==> src/rtl/sat_bin_pkg.sv <==
// Shared literal encoding, loader FSM states and literal legality helper.
// Latency: none (definitions only).
// Backpressure: n/a.
// Contents: LIT_* literal codes, state_t loader FSM enum, lit_is_legal().
package sat_bin_pkg;

  // Two bits per variable: absent, positive, negative; 2'b11 is never a valid literal.
  localparam logic [1:0] LIT_NONE = 2'b00;
  localparam logic [1:0] LIT_POS  = 2'b01;
  localparam logic [1:0] LIT_NEG  = 2'b10;
  localparam logic [1:0] LIT_ILL  = 2'b11;

  typedef enum logic [1:0] {
    ST_IDLE  = 2'd0,
    ST_FETCH = 2'd1,
    ST_DRAIN = 2'd2,
    ST_DONE  = 2'd3
  } state_t;

  function automatic logic lit_is_legal(input logic [1:0] lit);
    return lit != LIT_ILL;
  endfunction

endpackage

==> src/rtl/clause_len_counter.sv <==
// Sanitises a clause word (illegal literals -> absent) and counts present literals.
// Latency: purely combinational.
// Backpressure: none; output follows input.
// Ports: word_i raw clause word; clean_o sanitised word; len_o present-literal
//        count; illegal_o high if any literal was 2'b11.
module clause_len_counter
  import sat_bin_pkg::*;
#(
  parameter int NUM_VARS    = 8,
  parameter int WIDTH_C_LEN = 4
) (
  input  logic [NUM_VARS*2-1:0]  word_i,
  output logic [NUM_VARS*2-1:0]  clean_o,
  output logic [WIDTH_C_LEN-1:0] len_o,
  output logic                   illegal_o
);

  always_comb begin
    clean_o   = '0;
    len_o     = '0;
    illegal_o = 1'b0;
    for (int j = 0; j < NUM_VARS; j++) begin
      if (!lit_is_legal(word_i[2*j +: 2])) begin
        // Dropped from the word and from the count, but remembered.
        illegal_o = 1'b1;
      end else if (word_i[2*j +: 2] != LIT_NONE) begin
        clean_o[2*j +: 2] = word_i[2*j +: 2];
        len_o             = len_o + WIDTH_C_LEN'(1);
      end
    end
  end

endmodule

==> src/rtl/clause_bin_loader.sv <==
// Fetches one clause bin from clause memory and writes every clause_array row in order.
// Latency: row 0 written 3 cycles after start is accepted, one row per cycle, done 1 cycle after last row.
// Backpressure: none; memory must return data the cycle after rd_en_o, array accepts a row every cycle.
// Ports: clk/rst (sync, active-high); start_i, base_addr_i, num_clauses_i load request;
//        rd_en_o, rd_addr_o, rd_data_i clause memory; wr_o, clause_o, clause_len_o array write;
//        busy_o, done_o, err_o status.
module clause_bin_loader
  import sat_bin_pkg::*;
#(
  parameter  int NUM_CLAUSES = 8,
  parameter  int NUM_VARS    = 8,
  parameter  int WIDTH_C_LEN = 4,
  parameter  int WIDTH_ADDR  = 8,
  localparam int CNT_W       = $clog2(NUM_CLAUSES + 1)
) (
  input  logic                    clk,
  input  logic                    rst,
  input  logic                    start_i,
  input  logic [WIDTH_ADDR-1:0]   base_addr_i,
  input  logic [CNT_W-1:0]        num_clauses_i,
  output logic                    rd_en_o,
  output logic [WIDTH_ADDR-1:0]   rd_addr_o,
  input  logic [NUM_VARS*2-1:0]   rd_data_i,
  output logic [NUM_CLAUSES-1:0]  wr_o,
  output logic [NUM_VARS*2-1:0]   clause_o,
  output logic [WIDTH_C_LEN-1:0]  clause_len_o,
  output logic                    busy_o,
  output logic                    done_o,
  output logic                    err_o
);

  // idx runs through FETCH (0..NUM_CLAUSES-1) and on through the two DRAIN cycles.
  localparam int IDX_W  = $clog2(NUM_CLAUSES + 2);
  localparam int ROW_W  = (NUM_CLAUSES > 1) ? $clog2(NUM_CLAUSES) : 1;
  localparam int WORD_W = NUM_VARS * 2;

  state_t                  state_q, state_d;
  logic [WIDTH_ADDR-1:0]   base_q;
  logic [CNT_W-1:0]        n_q;
  logic [CNT_W-1:0]        n_clamped;
  logic [IDX_W-1:0]        idx_q;
  logic                    start_acc;
  logic                    issue;
  logic                    row_live;

  // Stage 1: row issued last cycle; its memory word is on rd_data_i now.
  logic                    s1_vld;
  logic                    s1_zero;
  logic [ROW_W-1:0]        s1_row;
  logic [WORD_W-1:0]       s1_word;
  logic [WORD_W-1:0]       s1_clean;
  logic [WIDTH_C_LEN-1:0]  s1_len;
  logic                    s1_illegal;
  logic                    err_q;

  assign start_acc = (state_q == ST_IDLE) && start_i;
  assign issue     = (state_q == ST_FETCH);
  assign row_live  = issue && (32'(idx_q) < 32'(n_q));
  assign n_clamped = (32'(num_clauses_i) > NUM_CLAUSES) ? CNT_W'(NUM_CLAUSES) : num_clauses_i;

  // State register
  always_ff @(posedge clk) begin
    if (rst) state_q <= ST_IDLE;
    else     state_q <= state_d;
  end

  // Next-state logic
  always_comb begin
    state_d = state_q;
    case (state_q)
      ST_IDLE:  if (start_i) state_d = ST_FETCH;
      ST_FETCH: if (idx_q == IDX_W'(NUM_CLAUSES - 1)) state_d = ST_DRAIN;
      ST_DRAIN: if (idx_q == IDX_W'(NUM_CLAUSES + 1)) state_d = ST_DONE;
      ST_DONE:  state_d = ST_IDLE;
      default:  state_d = ST_IDLE;
    endcase
  end

  // FSM outputs
  always_comb begin
    rd_en_o   = row_live;
    rd_addr_o = row_live ? (base_q + WIDTH_ADDR'(idx_q)) : '0;
    busy_o    = (state_q == ST_FETCH) || (state_q == ST_DRAIN);
    done_o    = (state_q == ST_DONE);
  end

  // Request capture and row index
  always_ff @(posedge clk) begin
    if (rst) begin
      base_q <= '0;
      n_q    <= '0;
      idx_q  <= '0;
    end else if (start_acc) begin
      base_q <= base_addr_i;
      n_q    <= n_clamped;
      idx_q  <= '0;
    end else if (busy_o) begin
      idx_q  <= idx_q + IDX_W'(1);
    end
  end

  // Zero rows never read memory, so whatever sits on rd_data_i is masked off.
  assign s1_word = s1_zero ? '0 : rd_data_i;

  clause_len_counter #(
    .NUM_VARS    (NUM_VARS),
    .WIDTH_C_LEN (WIDTH_C_LEN)
  ) u_len (
    .word_i    (s1_word),
    .clean_o   (s1_clean),
    .len_o     (s1_len),
    .illegal_o (s1_illegal)
  );

  // Two-stage write pipeline; reset drops anything in flight.
  always_ff @(posedge clk) begin
    if (rst) begin
      s1_vld       <= 1'b0;
      s1_zero      <= 1'b0;
      s1_row       <= '0;
      wr_o         <= '0;
      clause_o     <= '0;
      clause_len_o <= '0;
      err_q        <= 1'b0;
    end else begin
      s1_vld  <= issue;
      s1_zero <= !row_live;
      s1_row  <= ROW_W'(idx_q);
      wr_o    <= s1_vld ? (NUM_CLAUSES'(1) << s1_row) : '0;
      if (s1_vld) begin
        clause_o     <= s1_clean;
        clause_len_o <= s1_len;
      end
      if (start_acc)
        err_q <= 1'b0;
      else if (s1_vld && s1_illegal)
        err_q <= 1'b1;
    end
  end

  assign err_o = err_q;

endmodule
==> config.mk <==
export PLATFORM = sky130hd
export DESIGN_NAME = clause_bin_loader
export DESIGN_NICKNAME = d
export VERILOG_FILES = /design/src/rtl/sat_bin_pkg.sv /design/src/rtl/clause_len_counter.sv /design/src/rtl/clause_bin_loader.sv
export SDC_FILE = /design/constraint.sdc
export NUM_CORES = 1
export LEC_CHECK = 0
export CAP_MARGIN = 10
export CORE_MARGIN = 10
export CORE_UTILIZATION = 52
export CTS_BUF_LIST = sky130_fd_sc_hd__clkbuf_8
export DETAILED_ROUTE_END_ITERATION = 16
export PLACE_DENSITY = 0.8
export SYNTH_ARGS = -nofsm -noshare
export SYNTH_HDL_FRONTEND = slang
export SYNTH_SLANG_ARGS = --single-unit
==> constraint.sdc <==
create_clock -name clk -period 7.8 [get_ports clk]
set_input_delay 1.17 -clock clk [delete_from_list [all_inputs] [get_ports clk]]
set_output_delay 1.17 -clock clk [all_outputs]
set_load 0.03 [all_outputs]
======== Yosys cells after proc, flatten, opt, wreduce, memory -nomap -nowiden ========
Index checks and enable logic that the tools add are counted.
Widths: inputs -> output; s select.
storage, ports and cells
  logic and storage cells ................. 104
  flip-flop bits (word level) ............. 52
  output and inout bits ................... 40
cells by class
  equal/unequal tests ..................... 16
  reductions and logical operators ........ 17
  muxes and demuxes ....................... 47
  order comparisons ....................... 2
  $add $sub $neg .......................... 9
  bitwise logic cells ..................... 1
  shift operators ......................... 1
operators with widths
  operator             count
  $mux 4               16
  $mux 2               19
  $add 4x1->4 const B  8
  $ne 2x2->1 const B   10
  $mux 16              1
  $reduce_bool 2->1    8
  $mux 1               9
  $add 8x4->8          1
  $mux 8               1
  $pmux 2 s4           1
  $shl 1x3->8 const A  1
  $eq 2x2->1 const B   2
  $eq 4x3->1 const B   1
  $eq 4x4->1 const B   1
  $gt 4x4->1 const B   1
  $lt 4x4->1           1
  $reduce_or 2->1      2
  $logic_and 1x1->1    3
  $reduce_and 3->1     1
  $eq 2x1->1 const B   1
  $logic_not 2->1      1
  $ne 2x1->1 const B   1
  $logic_not 1->1      1
  $logic_or 1x1->1     1
  $not 1->1            1

======== Depth between registers and ports, before layout ========
Gate-level depths: netlist of the first run.
  depth after elaboration ................. 25
  depth in mapped cells ................... 27
  gate-level depth less buffers ........... 26

======== Cells and area by module ========
From an unflattened synthesis of the first run, not the netlist that was laid out.
second synthesis, totals
  cells, all modules ...................... 385
  area total of the unflattened synthesis .. 3,300.7 sq um
modules (own cells, without submodules)
  module              area each (sq um)  seq. area each (sq um)  cells each  times used
  clause_bin_loader   2,327.2            1,041.0                 259         1
  clause_len_counter  973.4              0.0                     126         1

======== Worst setup path before layout of the first run ========
No wires, ideal clock.
  path kind ............................... input -> register
  start point ............................. input rd_data_i[1]
  end point ............................... register clause_len_o[2]
  setup slack ............................. 2.660 ns
  arrival ................................. 5.054 ns
  stages on the path ...................... 23
  path buffers ............................ 0
  library setup time ...................... 0.086 ns
  path through ............................ nand2_1 inv_1 ha_1 mux2i_1 nand2_1 inv_2 ha_1 or2_2 o22ai_1 o22ai_1 a211o_1 a22oi_2 ha_1 mux2i_1 inv_1 ha_1 inv_1 mux2i_1 ha_1 nand2_1 xnor2_1 xnor2_1 a211oi_1
on the way
  longest elaborated chain between the ends .. 25
RTL lines
  item                    line                      source
  start: declaration      clause_bin_loader.sv:23   input logic [NUM_VARS*2-1:0] rd_data_i,
  $mux 16 *               clause_bin_loader.sv:103  assign s1_word = s1_zero ? '0 : rd_data_i;
  $reduce_bool 2->1       clause_len_counter.sv:26  end else if (word_i[2*j +: 2] != LIT_NONE) begin
  $mux 1                  clause_len_counter.sv:26
  $mux 4 *                clause_len_counter.sv:23  if (!lit_is_legal(word_i[2*j +: 2])) begin
  $add 4x1->4             clause_len_counter.sv:28  len_o = len_o + WIDTH_C_LEN'(1);
  $mux 4                  clause_len_counter.sv:26
  $mux 4 *                clause_len_counter.sv:23
  $add 4x1->4             clause_len_counter.sv:28
  [9 not listed]          n/a
  $mux 4                  clause_len_counter.sv:26
  $mux 4 *                clause_len_counter.sv:23
  $add 4x1->4             clause_len_counter.sv:28
  $mux 4                  clause_len_counter.sv:26
  $mux 4 *                clause_len_counter.sv:23
  $add 4x1->4             clause_len_counter.sv:28
  $mux 4                  clause_len_counter.sv:26
  $mux 4 *                clause_len_counter.sv:23
  end signal: assignment  clause_bin_loader.sv:132  clause_len_o <= s1_len;
  end: declaration        clause_bin_loader.sv:26   output logic [WIDTH_C_LEN-1:0] clause_len_o,
Every way passes the cells marked *; elsewhere a longest branch is shown, timed or not.
A chain may end at the register's enable or synchronous reset.

======== Final worst setup path of the first run ========
  start point ............................. input rd_data_i[0]
  end point ............................... register clause_len_o[2]
Same word-level chain as after synthesis.

==> results of run 1 <==
[registers in the layout (all words and copies together), names as in the netlist, 2 cells and up]
| name | cells |
|---|---|
| s1_row | 3 |
| n_q | 4 |
| base_q | 8 |
| clause_o | 16 |
| wr_o | 8 |
| clause_len_o | 4 |
| state_q | 2 |
| idx_q | 4 |
[Yosys cell counts, types with 4 or more instances]
library cell | count | area share
inv_1 | 14 | 0.017
xnor2_1 | 15 | 0.043
clkbuf_1 | 10 | 0.012
xnor2_2 | 4 | 0.021
nand3b_1 | 20 | 0.049
mux2i_1 | 10 | 0.033
nand2b_1 | 17 | 0.035
dfxtp_1 | 52 | 0.34
nor2b_1 | 11 | 0.022
a211oi_1 | 5 | 0.012
nor2_1 | 35 | 0.043
xor2_1 | 10 | 0.029
nand2_1 | 35 | 0.043
ha_1 | 22 | 0.090
a21oi_1 | 30 | 0.049
o21ai_0 | 5 | 0.0081
nor3_1 | 6 | 0.0098
[final cells by class]
class	instances	area, um2
clock buffers	5	68.8
clock inverters	3	26.3
multi-input cells	274	1910
inverters	16	60.1
well taps	72	90.1
flip-flops and latches	52	1040
repair buffers	72	716
fillers	497	1700
[critical path, stage by stage]
cell	delay (ns)
clkdlybuf4s50_1	0.46
nand2_1	0.08
ha_1	0.34
o211ai_1	0.27
nand2_1	0.18
inv_2	0.17
nand2_1	0.08
xnor2_1	0.14
ha_1	0.34
xor2_1	0.17
o22ai_1	0.12
a211o_1	0.31
a22oi_2	0.20
ha_1	0.26
mux2i_1	0.28
inv_1	0.08
ha_1	0.30
inv_1	0.04
mux2i_1	0.19
ha_1	0.18
nand2_1	0.06
xnor2_1	0.19
xnor2_1	0.08
a211oi_1	0.23
[routing by layer]
layer	routed length, um	track usage
met1	3490	0.196
met2	3330	0.239
met3	457	0.0511
met4	41	0.0259
met5	0	0
[layout by cell type, fill, tap and decap left out, drive strengths merged, types with 4 or more instances in the layout]
master	count
and2	4
o21ai	6
dfxtp	52
nor2	36
ha	22
nor3	6
xnor2	19
xor2	12
nand2	35
clkbuf	5
nand3b	20
clkdlybuf4s50	70
nand2b	17
inv	17
mux2i	11
a21oi	30
a211oi	6
nor2b	11
[metrics by stage]
stage	instance area, um2	power, mW	util
finish	3910	0.966	0.698
global route	3910	1.04	0.698
CTS	3910	0.973	0.698
detailed placement	3820	0.808	0.681
global placement	3820	0.794	0.681
floorplan	3070	0.682	-
[worst paths after layout]
path | start | to | slack [ns] | depth (start not counted)
worst max-delay path | rd_data_i[0] | clause_len_o[2] | 2.09 | 24
worst min-delay path | n_q[1] | n_q[1] | 0.46 | 2
worst min register to register | n_q[1] | n_q[1] | 0.46 | 2
worst max register to register | s1_zero | clause_len_o[2] | 2.34 | 25
[kinds of logic after synthesis]
kind of cell | synth area share
adder cells (fa/ha/maj) | 0.0961
buffers and inverters | 0.0395
flip-flops | 0.339
XOR/XNOR | 0.103
AO/OA/AOI/OAI | 0.133
AND/OR/NAND/NOR | 0.252
multiplexers | 0.0371
[power by group through the flow]
| stage | registers [mW] | clock network, mW | logic (mW) |
|---|---|---|---|
| detailed placement | 0.342 | 0 | 0.466 |
| global route | 0.343 | 0.177 | 0.520 |
| CTS | 0.336 | 0.169 | 0.468 |
| floorplan | 0.350 | 0 | 0.332 |
| finish | 0.337 | 0.163 | 0.466 |
| global placement | 0.341 | 0 | 0.453 |
==> results.md, run 1 <==
- Clk buf depth: 2
- Proportion of layout cells with a drive suffix above 1: 0.0640
- Vias in the first global route: 2572
- DR vias: 2632
- Final Cycle Share: 0.732
- Nets: 475
- DRT Pass-1 Iters: 4
- Core area: 5610 um2
- Largest net degree at the start of global routing: 43
- Post-CTS Hold Buffers: 0
- Initial Util: 0.548
- CP required: 8.02 ns
- DR vias/cell: 5.33
- Num rows: 27
- Antenna Nets Post-Route: 0
- Number of synthesized register bits: 52
- CP startpoint kind: primary input
- Area delta synth->final: 27.3%
- Power density over the cells: 247 nW/um2
- Dpl hpwl: 5680 um
- Sequential Power Share: 0.349
- Worst Skew: 0.00429 ns
- Critical path class: in2reg
- Total grt overflow: 0
- Post-CTS Setup Inserts: 0
- Iteration-0 DRC Markers: 134
- CTS Sinks: 52
- Max-capacitance violation count: 0
- CTS buffer count: 5
- VDD IR max: 0.176 mV
- # diodes: 0
- Worst min path class: reg2reg
- Hold_ws: 0.465 ns
- F_max: 175 MHz
- Post-Syn Nets: 410
- Slew HR: 0.412
- Final Hold Vio Count: 0
- Psw: 0.397 mW
- Die Area: 9380 um2
- Final worst path period need: 5.71 ns
- Setup TNS Final: 0 ns
- Residual DRC: 0
- Final Wtd Congestion: 0.830
- P_int: 0.568 mW
- H-tree levels: 2
- PnR worst setup slack: 2.09 ns
- Fin cells: 494
- Width of the chip: 96.9 um
- Global-route wire length before repair: 12500 um
- Synth warnings: 0
- Initial antenna violation count: 0
- Combinational share of power: 0.483
- TritonCTS clock tree: done
- Outcome: finished clean
- IO Port Bufs: 70
- WL/cell: 14.8 um
- Final WL: 7320 um
- Final setup fails: 0
- Placed cell count: 486
- Clk_lat worst skew: 0.31 ns
- All-Layer GR Usage: 0.151
- Net Sw Frac: 0.411
- Main synth FF type: dfxtp_1
- Seq/Total Area, Yosys: 0.339
- Power share of the clock group: 0.169
- Num ports: 71
- Cells after synthesis: 356
- PostCTS Resize Cnt: 0
- Worst-margin pin slew: 0.879 ns
- Mapped Avg Cell Area: 8.63 um2
- Cell area after synthesis: 3070 um2
- Chip height: 96.9 um
- Slew Viols, Final: 0
- Worst path arrival time: 5.94 ns
- Number of flops mapped to enable cells by yosys: 0
- Max Fanout on Critical Path: 7
- Crit end category: flop
- RSZ-0062 raised after global routing: no
- CTS Root Cell: clkbuf_8
- Leak: 1.47 nW
- Worst-path clk slew: 0.10 ns
- Asr flop ratio synth: 0
- Pre-CTS setup slack: 1.81 ns
- Unique cell type count in the Yosys netlist: 55
Power figures use the tool's default switching activity.
==> run 2, diff against run 1 <==
--- a/config.mk
+++ b/config.mk
@@ -7,10 +7,10 @@
 export LEC_CHECK = 0
 export CAP_MARGIN = 10
 export CORE_MARGIN = 10
-export CORE_UTILIZATION = 52
+export CORE_UTILIZATION = 47
 export CTS_BUF_LIST = sky130_fd_sc_hd__clkbuf_8
 export DETAILED_ROUTE_END_ITERATION = 16
-export PLACE_DENSITY = 0.8
+export PLACE_DENSITY = 0.76
 export SYNTH_ARGS = -nofsm -noshare
 export SYNTH_HDL_FRONTEND = slang
 export SYNTH_SLANG_ARGS = --single-unit
==> constraint.sdc (replaced) <==
create_clock -name clk -period 4.9 [get_ports clk]
set_input_delay 0.735 -clock clk [delete_from_list [all_inputs] [get_ports clk]]
set_output_delay 0.735 -clock clk [all_outputs]
set_load 0.03 [all_outputs]
==> run 2 against run 1 <==
  * Highest routed layer unchanged
  * Clock power is 61% higher
  * Core utilization down 4.2 points
  * Largest power group unchanged
  * Register-to-register slack worse by 1.9 ns
  * Die area up 8.4%
  * Combinational power increased by 82%
  * Worst setup slack lost 1.8 ns
  * Non-clock buffer count increased by 18
  * Final area rose by 6.5%
  * Total power increased by 71%
  * Cell count up 4.7%
==> results.md, run 2 (synthesis gave the netlist of run 1 again) <==
- CP bufs+invs: 4 (unchanged)
- CP top delay family: adder cells
- Num ports: 71 (unchanged)
- CTS Sinks: 52 (unchanged)
- Reg with most FFs: clause_o
- Iteration-0 DRC Markers: 107 (-20%)
- Max-capacitance violation count: 0 (unchanged)
- Clk buf depth: 2 (unchanged)
- Filler cell count: 545 (+9.7%)
- DR vias/cell: 5.23 (-1.8%)
- Core area: 6350 um2 (+13%)
- All-Layer GR Usage: 0.147 (-0.00414)
- Final worst path period need: 4.64 ns
- Total grt overflow: 0 (unchanged)
- Worst hold start: n_q[0]
- Worst Skew: 0.00730 ns (+0.00301 ns)
- Outcome: finished clean
- Most common cell after layout, fill and taps aside: clkdlybuf4s50_1
- Slew Viols, Final: 0 (unchanged)
- Antenna Nets Post-Route: 0 (unchanged)
- Power share of the clock group: 0.158 (-0.011)
- Clk_lat worst skew: 0.31 ns (about the same)
- PnR worst setup slack: 0.259 ns (-1.83 ns)
- Final Hold Vio Count: 0 (unchanged)
- Reg area: 1040 um2 (unchanged)
- TritonCTS clock tree: done
- Width of the chip: 101 um (+4.1%)
- Psw: 0.674 mW (+70%)
- RSZ-0062 raised after global routing: no
- Worst Hold End: n_q[0]
- Post-CTS Hold Buffers: 0 (unchanged)
- Area delta synth->final: 35.5%
- Die Area: 10200 um2 (+8.4%)
- Final design utilization: 0.656 (-0.0417)
- Combinational share of power: 0.514 (+0.031)
- Final instance area: 4170 um2 (+6.5%)
- Crit path cell chain: clkdlybuf4s50_1, nor3b_2, mux2i_2, nand2_1, buf_6, xnor2_1, ha_1, nor4b_2, o31ai_1, o2111ai_1, a22oi_2, ha_1, mux2i_2, inv_1, ha_4, inv_1, mux2i_1, ha_2, nand2_2, xnor2_2, xnor2_1, a211oi_1
- Net Sw Frac: 0.408 (-0.00374)
- Post-Place Cell Area: 3940 um2 (+3.1%)
- Worst r2r path cells: 24 (-4.0%)
- Max reg flops: 16 (unchanged)
- Top flop regs: clause_o: 16 flops, base_q: 8 flops, wr_o: 8 flops
- Crit-path slowest cell: clkdlybuf4s50_1
- Hold path depth: 2 (unchanged)
- Multi-input logic area: 2010 um2 (+5.2%)
- Residual DRC: 0 (unchanged)
- P_int: 0.979 mW (+72%)
- Dpl hpwl: 5960 um (+4.8%)
- DR vias: 2706 (+2.8%)
- Tot Pwr: 1.65 mW (+71%)
- F_max: 215 MHz
- VDD IR max: 0.227 mV (+29%)
- Slew HR: 0.372 (-0.0401)
- Proportion of layout cells with a drive suffix above 1: 0.143 (+0.0792)
- Critical path class: in2reg
- Hold_ws: 0.461 ns (-0.00323 ns)
- Largest net degree at the start of global routing: 29 (-33%)
- Sequential Power Share: 0.327 (-0.022)
- Initial Util: 0.484 (-0.0640)
- Final Wtd Congestion: 0.886 (+6.8%)
- Final Cycle Share: 0.947
- Worst reg2reg path endpoint: clause_len_o[2]
- Worst-margin pin slew: 0.940 ns (+0.0607 ns)
- CTS buffer count: 5 (unchanged)
- Vias in the first global route: 2626 (+2.1%)
- WL/cell: 15.2 um (+2.7%)
- # diodes: 0 (unchanged)
- CTS Root Cell: clkbuf_8
- R2r startpoint: s1_zero
- Crit end category: flop
- Global-route wire length before repair: 12600 um (+0.94%)
- R2R Setup Slk: 0.44 ns (-1.90 ns)
- Pre-CTS setup slack: -0.280 ns (-2.09 ns)
- Most frequent cells in the layout: clkdlybuf4s50_1, dfxtp_1, nor2_1, nand2_1, a21oi_1
- Num rows: 29 (+7.4%)
- Worst-path clk slew: 0.10 ns (about the same)
- H-tree levels: 2 (unchanged)
- Chip height: 101 um (+4.1%)
- Initial antenna violation count: 0 (unchanged)
- IO Port Bufs: 70 (unchanged)
- Nets: 493 (+3.8%)
- Max Fanout on Critical Path: 4 (-3)
- DRT Pass-1 Iters: 4 (unchanged)
- Max incr delay on CP: 0.48 ns (+0.02 ns)
- Leak: 1.59 nW (+8.0%)
- Worst path arrival time: 4.86 ns (-1.08 ns)
- Power density over the cells: 397 nW/um2 (+61%)
- CP required: 5.12 ns (-2.90 ns)
- Worst min path class: reg2reg
- Final WL: 7880 um (+7.5%)
- Final setup fails: 0 (unchanged)
- CP startpoint kind: primary input
## run 2: metal layers
metal / track usage / share of wire / wire, um
met5: 0 / 0 / 0
met4: 0.0283 / 0.0072 / 57
met3: 0.0535 / 0.074 / 580
met2: 0.236 / 0.47 / 3720
met1: 0.185 / 0.45 / 3520
## run 2: worst max path at each step
stage	startpoint	to	slack [ns]	depth (start not counted)
final	rd_data_i[3]	clause_len_o[2]	0.26	22
after global routing	rd_data_i[3]	clause_len_o[2]	0.001	23
after CTS	rd_data_i[0]	clause_len_o[2]	0.01	24
after detailed placement	rd_data_i[0]	clause_len_o[2]	-0.28	24
after global placement	rd_data_i[0]	clause_len_o[2]	-0.16	24
after floorplan	rd_data_i[1]	clause_len_o[2]	0.20	23
## run 2: power by group through the flow
stage	clock (mW)	combinational, mW	sequential [mW]
final	0.262	0.850	0.541
after CTS	0.268	0.791	0.542
after global placement	0	0.760	0.548
after detailed placement	0	0.781	0.552
after floorplan	0	0.528	0.557
after global routing	0.283	0.944	0.553
## run 2: tightest hold or removal path, stage by stage, from the launching register on
cell and delay (ns):
dfxtp_1 0.33, nand2_1 0.05, a21oi_1 0.05
## run 2: area by class of cell
class,count,share of cell area
clock buffers,5,0.0165
clock inverters,3,0.00631
inverters,16,0.0150
multi-input cells,274,0.483
flip-flops and latches,52,0.250
well taps,77,0.0231
repair buffers,90,0.206
## run 2: stage by stage
stage / TNS (ns) / cells
after floorplan: 0 / 356
after global placement: -0.223 / 506
after detailed placement: -0.506 / 506
after CTS: 0 / 514
after global routing: 0 / 517
final: 0 / 517
## run 2: timing repair
action / in CTS / in global routing
resized for setup: 0 / 24
setup endpoints to repair: 0 / 3
setup buffers: 0 / 3
